`src/rtl/bt656_decode.sv`:
```
// BT.656 stream decoder: locks onto EAV/SAV timing codes, checks their protection
// bits and turns the Cb/Y0/Cr/Y1 word sequence into 4:4:4 pixels with position counters.
module bt656_decode #(
    parameter int DATA_W = 10
) (
    input  logic              clk,
    input  logic              rst,
    input  logic [DATA_W-1:0] din,
    output logic [DATA_W-1:0] Y,
    output logic [DATA_W-1:0] Cr,
    output logic [DATA_W-1:0] Cb,
    output logic              pix_valid,
    output logic              f,
    output logic              v,
    output logic              h,
    output logic [9:0]        pixel_x,
    output logic [9:0]        line_cnt,
    output logic              xy_err
);
    localparam logic [DATA_W-1:0] WORD_MAX = '1;
    localparam logic [DATA_W-1:0] WORD_MIN = '0;

    typedef enum logic [1:0] {SEARCH, HDR1, HDR2, HDR3} state_t;

    state_t            state;
    state_t            state_next;
    logic              xy_slot;
    logic              active;
    logic [1:0]        phase;
    logic [DATA_W-1:0] cb_p0;
    logic [DATA_W-1:0] cr_p0;
    logic [DATA_W-1:0] y0_p0;

    // c holds the XY word without its two fractional bits: {1,F,V,H,P3,P2,P1,P0}
    function automatic logic xy_ok(input logic [7:0] c);
        logic fb, vb, hb;
        fb = c[6];
        vb = c[5];
        hb = c[4];
        return c[7] && (c[3] == (vb ^ hb)) && (c[2] == (fb ^ hb))
               && (c[1] == (fb ^ vb)) && (c[0] == (fb ^ vb ^ hb));
    endfunction

    function automatic logic [9:0] sat_inc(input logic [9:0] x);
        return (x == 10'h3FF) ? x : x + 10'd1;
    endfunction

    always_ff @(posedge clk or posedge rst) begin
        if (rst) state <= SEARCH;
        else     state <= state_next;
    end

    always_comb begin
        state_next = state;
        xy_slot    = 1'b0;
        if (din == WORD_MAX) begin
            state_next = HDR1;
        end else begin
            case (state)
                SEARCH: state_next = SEARCH;
                HDR1:   state_next = (din == WORD_MIN) ? HDR2 : SEARCH;
                HDR2:   state_next = (din == WORD_MIN) ? HDR3 : SEARCH;
                HDR3: begin
                    state_next = SEARCH;
                    xy_slot    = 1'b1;
                end
                default: state_next = SEARCH;
            endcase
        end
    end

    always_ff @(posedge clk or posedge rst) begin
        if (rst) begin
            Y         <= '0;
            Cr        <= '0;
            Cb        <= '0;
            pix_valid <= 1'b0;
            f         <= 1'b0;
            v         <= 1'b1;
            h         <= 1'b1;
            pixel_x   <= '0;
            line_cnt  <= '0;
            xy_err    <= 1'b0;
            active    <= 1'b0;
            phase     <= '0;
            cb_p0     <= '0;
            cr_p0     <= '0;
            y0_p0     <= '0;
        end else begin
            pix_valid <= 1'b0;
            xy_err    <= 1'b0;
            if (pix_valid) pixel_x <= sat_inc(pixel_x);

            // A 3FF always ends video; any unfinished quad is simply dropped.
            if (din == WORD_MAX) begin
                active <= 1'b0;
                phase  <= '0;
            end else if (xy_slot) begin
                active <= 1'b0;
                phase  <= '0;
                if (xy_ok(din[9:2])) begin
                    f <= din[8];
                    v <= din[7];
                    h <= din[6];
                    if (f && !din[8])  line_cnt <= '0;
                    else if (din[6])   line_cnt <= line_cnt + 10'd1;
                    if (!din[7] && !din[6]) begin
                        active  <= 1'b1;
                        pixel_x <= '0;
                    end
                end else begin
                    xy_err <= 1'b1;
                end
            end else if (active) begin
                phase <= phase + 2'd1;
                // ---- stage p0: Cb/Y0/Cr held until each pixel is presented ----
                case (phase)
                    2'd0: cb_p0 <= din;
                    2'd1: y0_p0 <= din;
                    2'd2: begin
                        cr_p0     <= din;
                        Y         <= y0_p0;
                        Cr        <= din;
                        Cb        <= cb_p0;
                        pix_valid <= 1'b1;
                    end
                    default: begin
                        Y         <= din;
                        Cr        <= cr_p0;
                        Cb        <= cb_p0;
                        pix_valid <= 1'b1;
                    end
                endcase
            end
        end
    end
endmodule

```
`config.mk`:
```
export PLATFORM = sky130hd
export DESIGN_NAME = bt656_decode
export DESIGN_NICKNAME = d
export VERILOG_FILES = /design/src/rtl/bt656_decode.sv
export SDC_FILE = /design/constraint.sdc
export NUM_CORES = 1
export LEC_CHECK = 0
export BUFFER_PORTS_ARGS = -buffer_cell sky130_fd_sc_hd__buf_2
export CAP_MARGIN = 25
export CORE_MARGIN = 3
export CORE_UTILIZATION = 50
export DETAILED_ROUTE_END_ITERATION = 8
export HOLD_SLACK_MARGIN = 0.06
export PLACE_DENSITY_LB_ADDON = 0.25
export SLEW_MARGIN = 20
export SYNTH_ARGS = -nofsm -noshare
export SYNTH_HDL_FRONTEND = slang
export SYNTH_SLANG_ARGS = --single-unit
```
`constraint.sdc`:
```
create_clock -name clk -period 3.4 [get_ports clk]
set_input_delay 0.17 -clock clk [delete_from_list [all_inputs] [get_ports clk]]
set_output_delay 0.17 -clock clk [all_outputs]
set_load 0.05 [all_outputs]
```
==> metrics.csv <==
stage;metric;value;unit
clock_network;CTS resizes;0;
route;Residual DRC;0;
route;WL final;7970;um
power_and_ir_drop;Leak;2.38;nW
worst_setup_path;family with the most delay on the worst path;compound AO/OA/AOI/OAI gates;
power_and_ir_drop;Sequential Power Share;57.8;%
sta;worst slew pin tran;732;ps
sta;min Tclk post-route;2310;ps
layout;diodes inserted;0;
worst_setup_path;r2r startpoint;state[0]$_DFF_PP0_;
sta;Fin. Hold Viols;0;
global_routing;first-pass GRT wire length;13200;um
global_routing;initial antenna violation count;0;
worst_setup_path;reg2reg setup slack;1320;ps
clock_network;clk sinks;90;
clock_network;Clock Latency Late Sink;350;ps
placement;port bufs;66;
clock_network;clk buf depth;2;
sta;hold_ws;154;ps
yosys;Async SR Flop Fraction;100;%
yosys;Synthesized Nets;352;
clock_network;htree depth;3;
sta;Slew Limit Fails;0;
die;Starting Density;52.2;%
clock_network;clk slew on worst S/H paths;90;ps
sta;Slew HR;51.0;%
power_and_ir_drop;switch share;23.2;%
worst_setup_path;worst-case reg-to-reg path depth;5;
yosys;synthesis warning total;0;
worst_setup_path;Crit. End Element;flip-flop;
power_and_ir_drop;clock share of power;38.5;%
worst_setup_path;worst-path cell chain;buf_2 -> inv_1 -> ha_1 -> xnor2_1 -> nand2_1 -> a2111o_1 -> or2_1 -> o41ai_1;
placement;Placer Congestion;0.756;
power_and_ir_drop;Peak VDD IR;0.246;mV
die;Die Span Y;96.5;um
clock_network;Setup Buffers After CTS;0;
worst_setup_path;Slowest-stage cell, CP;a2111o_1;
die;die footprint;9310;sq um
yosys;largest cells by area after synthesis;dfrtp_1 54%, mux2_2 22%, ha_1 2.1%;
sta;period utilisation layout;67.8;%
route;DR vias;2771;
route;drt wl/cell;15.7;um
worst_setup_path;Req. time, crit path;3630;ps
yosys;synthesized cell area;4090;sq um
yosys;#FFs+latches synth;90;
layout;Final #Nets;418;
worst_setup_path;WP depth;8;
placement;post-detail-place hpwl;5430;um
yosys;Mapped Cells;333;
yosys;Post-synth EDFFs;0;
worst_setup_path;WP buf/inv;2;
global_routing;gr usage total;18.5;%
yosys;syn avg cell area;12.3;sq um
power_and_ir_drop;part of the power in combinational logic;3.7;%
die;Ports;67;
worst_setup_path;crit path DAT;2540;ps
worst_setup_path;Largest stage delay, worst path;550;ps
worst_setup_path;Startpoint Class;primary input;
power_and_ir_drop;switching power total;0.429;mW
worst_setup_path;RR Endpoint;line_cnt[3]$_DFFE_PP0P_;
power_and_ir_drop;Cell Pwr Density;392;nW/um^2
yosys;Netlist cell types;37;
layout;Area growth, synth to finish;15.2;%
sta;highest clock rate;434;MHz
die;width of the die;96.5;um
route;Routed Antenna Nets;0;
route;1st-iter DRT viols;99;
die;std cell rows;32;
worst_setup_path;Worst Path Max Fanout;17;
route;Pre-Repair DR Iteration Count;4;
sta;skew final;6.03;ps
yosys;sequential fraction of the synthesis area;55.1;%
worst_setup_path;critical path type;primary input to flip-flop;
layout;share of cells above drive strength 1;41.8;%
yosys;Synth top area share;53.8;%
power_and_ir_drop;Cell Int Power;1.42;mW
global_routing;pin count of the biggest net entering global routing;59;
global_routing;vias in the first global route;2723;
sta;# setup viols final;0;
clock_network;# hold bufs at CTS;1;
worst_hold_path;HP Class;primary input to flip-flop;
worst_hold_path;Worst Hold Depth;2;
layout;Filler cells;655;
clock_network;CTS root buf;clkbuf_8;
status;status;completed;
yosys;main flop type after synthesis;dfrtp_1;
clock_network;CTS Buf Count;9;
yosys;leading area contributor after synthesis;dfrtp_1;
flow_run;maxcap violations;0;
worst_hold_path;Hold Crit Start;din[0];
sta;setup_tns;0;ps
route;vias per std cell;5.48;
sta;RSZ-0062 raised after global routing;no;
die;Core Region;7850;sq um
worst_hold_path;WHS Endpoint;cb_p0[0]$_DFFE_PP0P_;
clock_network;CTS tree;yes;
global_routing;total grt overflow;0;
[power groups by stage]
| stage | combinational, mW | clock (mW) | sequential (mW) |
|---|---|---|---|
| detailed placement | 0.0691 | 0 | 1.09 |
| floorplan | 0.0442 | 0 | 1.09 |
| global route | 0.0775 | 0.784 | 1.07 |
| CTS | 0.0702 | 0.732 | 1.07 |
| finish | 0.0683 | 0.711 | 1.07 |
| global placement | 0.0675 | 0 | 1.09 |
[routing by layer]
layer	wire (um)	GRT usage (%)
met5	0	0
met4	129	6.19
met3	398	5.50
met2	3890	29.7
met1	3550	23.9
[worst reg2reg max path, delay by kind of cell (launching register included)]
family	cells	cell delay, ps
and+or+nand+nor	2	580
AOI/OAI and AO/OA	3	1000
DFF	1	380
[stage by stage]
step,utilization (%),setup WS [ps],instance area [sq um],std cells,power [mW]
floorplan,-,898,4090,333,1.14
global placement,57.4,840,4510,489,1.16
detailed placement,57.4,731,4510,489,1.16
CTS,60.1,1090,4720,506,1.87
global route,60.1,879,4720,506,1.93
finish,60.1,1090,4720,506,1.85
[logic make-up after synthesis]
| kind of cell | Yosys count | share of synthesized area (%) |
|---|---|---|
| xor+xnor | 12 | 2.57 |
| buf+inv | 26 | 2.78 |
| simple gates | 78 | 9.08 |
| flops | 90 | 55.1 |
| fa+ha+maj | 7 | 2.14 |
| mux | 81 | 22.2 |
| compound gates | 39 | 6.14 |
[how the worst max path moves through the flow]
stage                start                       to
floorplan              rst        Cb[0]$_DFFE_PP0P_
global placement    din[6]     pixel_x[8]$_DFF_PP0_
detailed placement  din[6]  line_cnt[3]$_DFFE_PP0P_
CTS                 din[6]  line_cnt[3]$_DFFE_PP0P_
global route        din[6]  line_cnt[3]$_DFFE_PP0P_
finish              din[6]  line_cnt[3]$_DFFE_PP0P_
[layout by cell type, fill, tap and decap left out, types with 4 or more instances in the layout]
cell type and instances:
buf_2 66, buf_4 4, clkbuf_8 12, dfrtp_1 88
ha_1 7, inv_1 9, mux2_2 79, nand2_1 20
nand2b_1 4, nand3_1 9, nand4_1 4, nor2_1 22
nor3_1 5, o21ai_0 17, o31ai_1 6, o41ai_1 4
xnor2_1 5, xor2_1 7
[layout make-up]
cell class / instances / area, sq um / area share (%)
Timing Repair Buffer: 71 / 370 / 7.85
Inverter: 10 / 40.0 / 0.849
Sequential cell: 90 / 2250 / 47.8
Clock inverter: 4 / 33.8 / 0.716
Multi-Input combinational cell: 217 / 1730 / 36.6
Clock buffer: 12 / 165 / 3.50
Tap cell: 102 / 128 / 2.71
[sequential cells by signal (all words and copies together), names as in the netlist]
| register | count |
|---|---|
| y0_p0 | 10 |
| state | 2 |
| f | 1 |
| pixel_x | 10 |
| phase | 2 |
| h | 1 |
| xy_err | 1 |
| cr_p0 | 10 |
| Cr | 10 |
| cb_p0 | 10 |
| line_cnt | 10 |
| Cb | 10 |
| Y | 10 |
| v | 1 |
| active | 1 |
| pix_valid | 1 |
[synthesized netlist by cell type, drive strengths merged, types with 5 or more instances]
library cell  count
o21ai            17
nand3             9
inv              10
nand2            20
dfrtp            88
xor2              7
o31ai             6
nor2             22
ha                7
nor3              5
clkbuf            8
xnor2             5
buf               8
mux2             79
(Power assumes the default switching activity.)
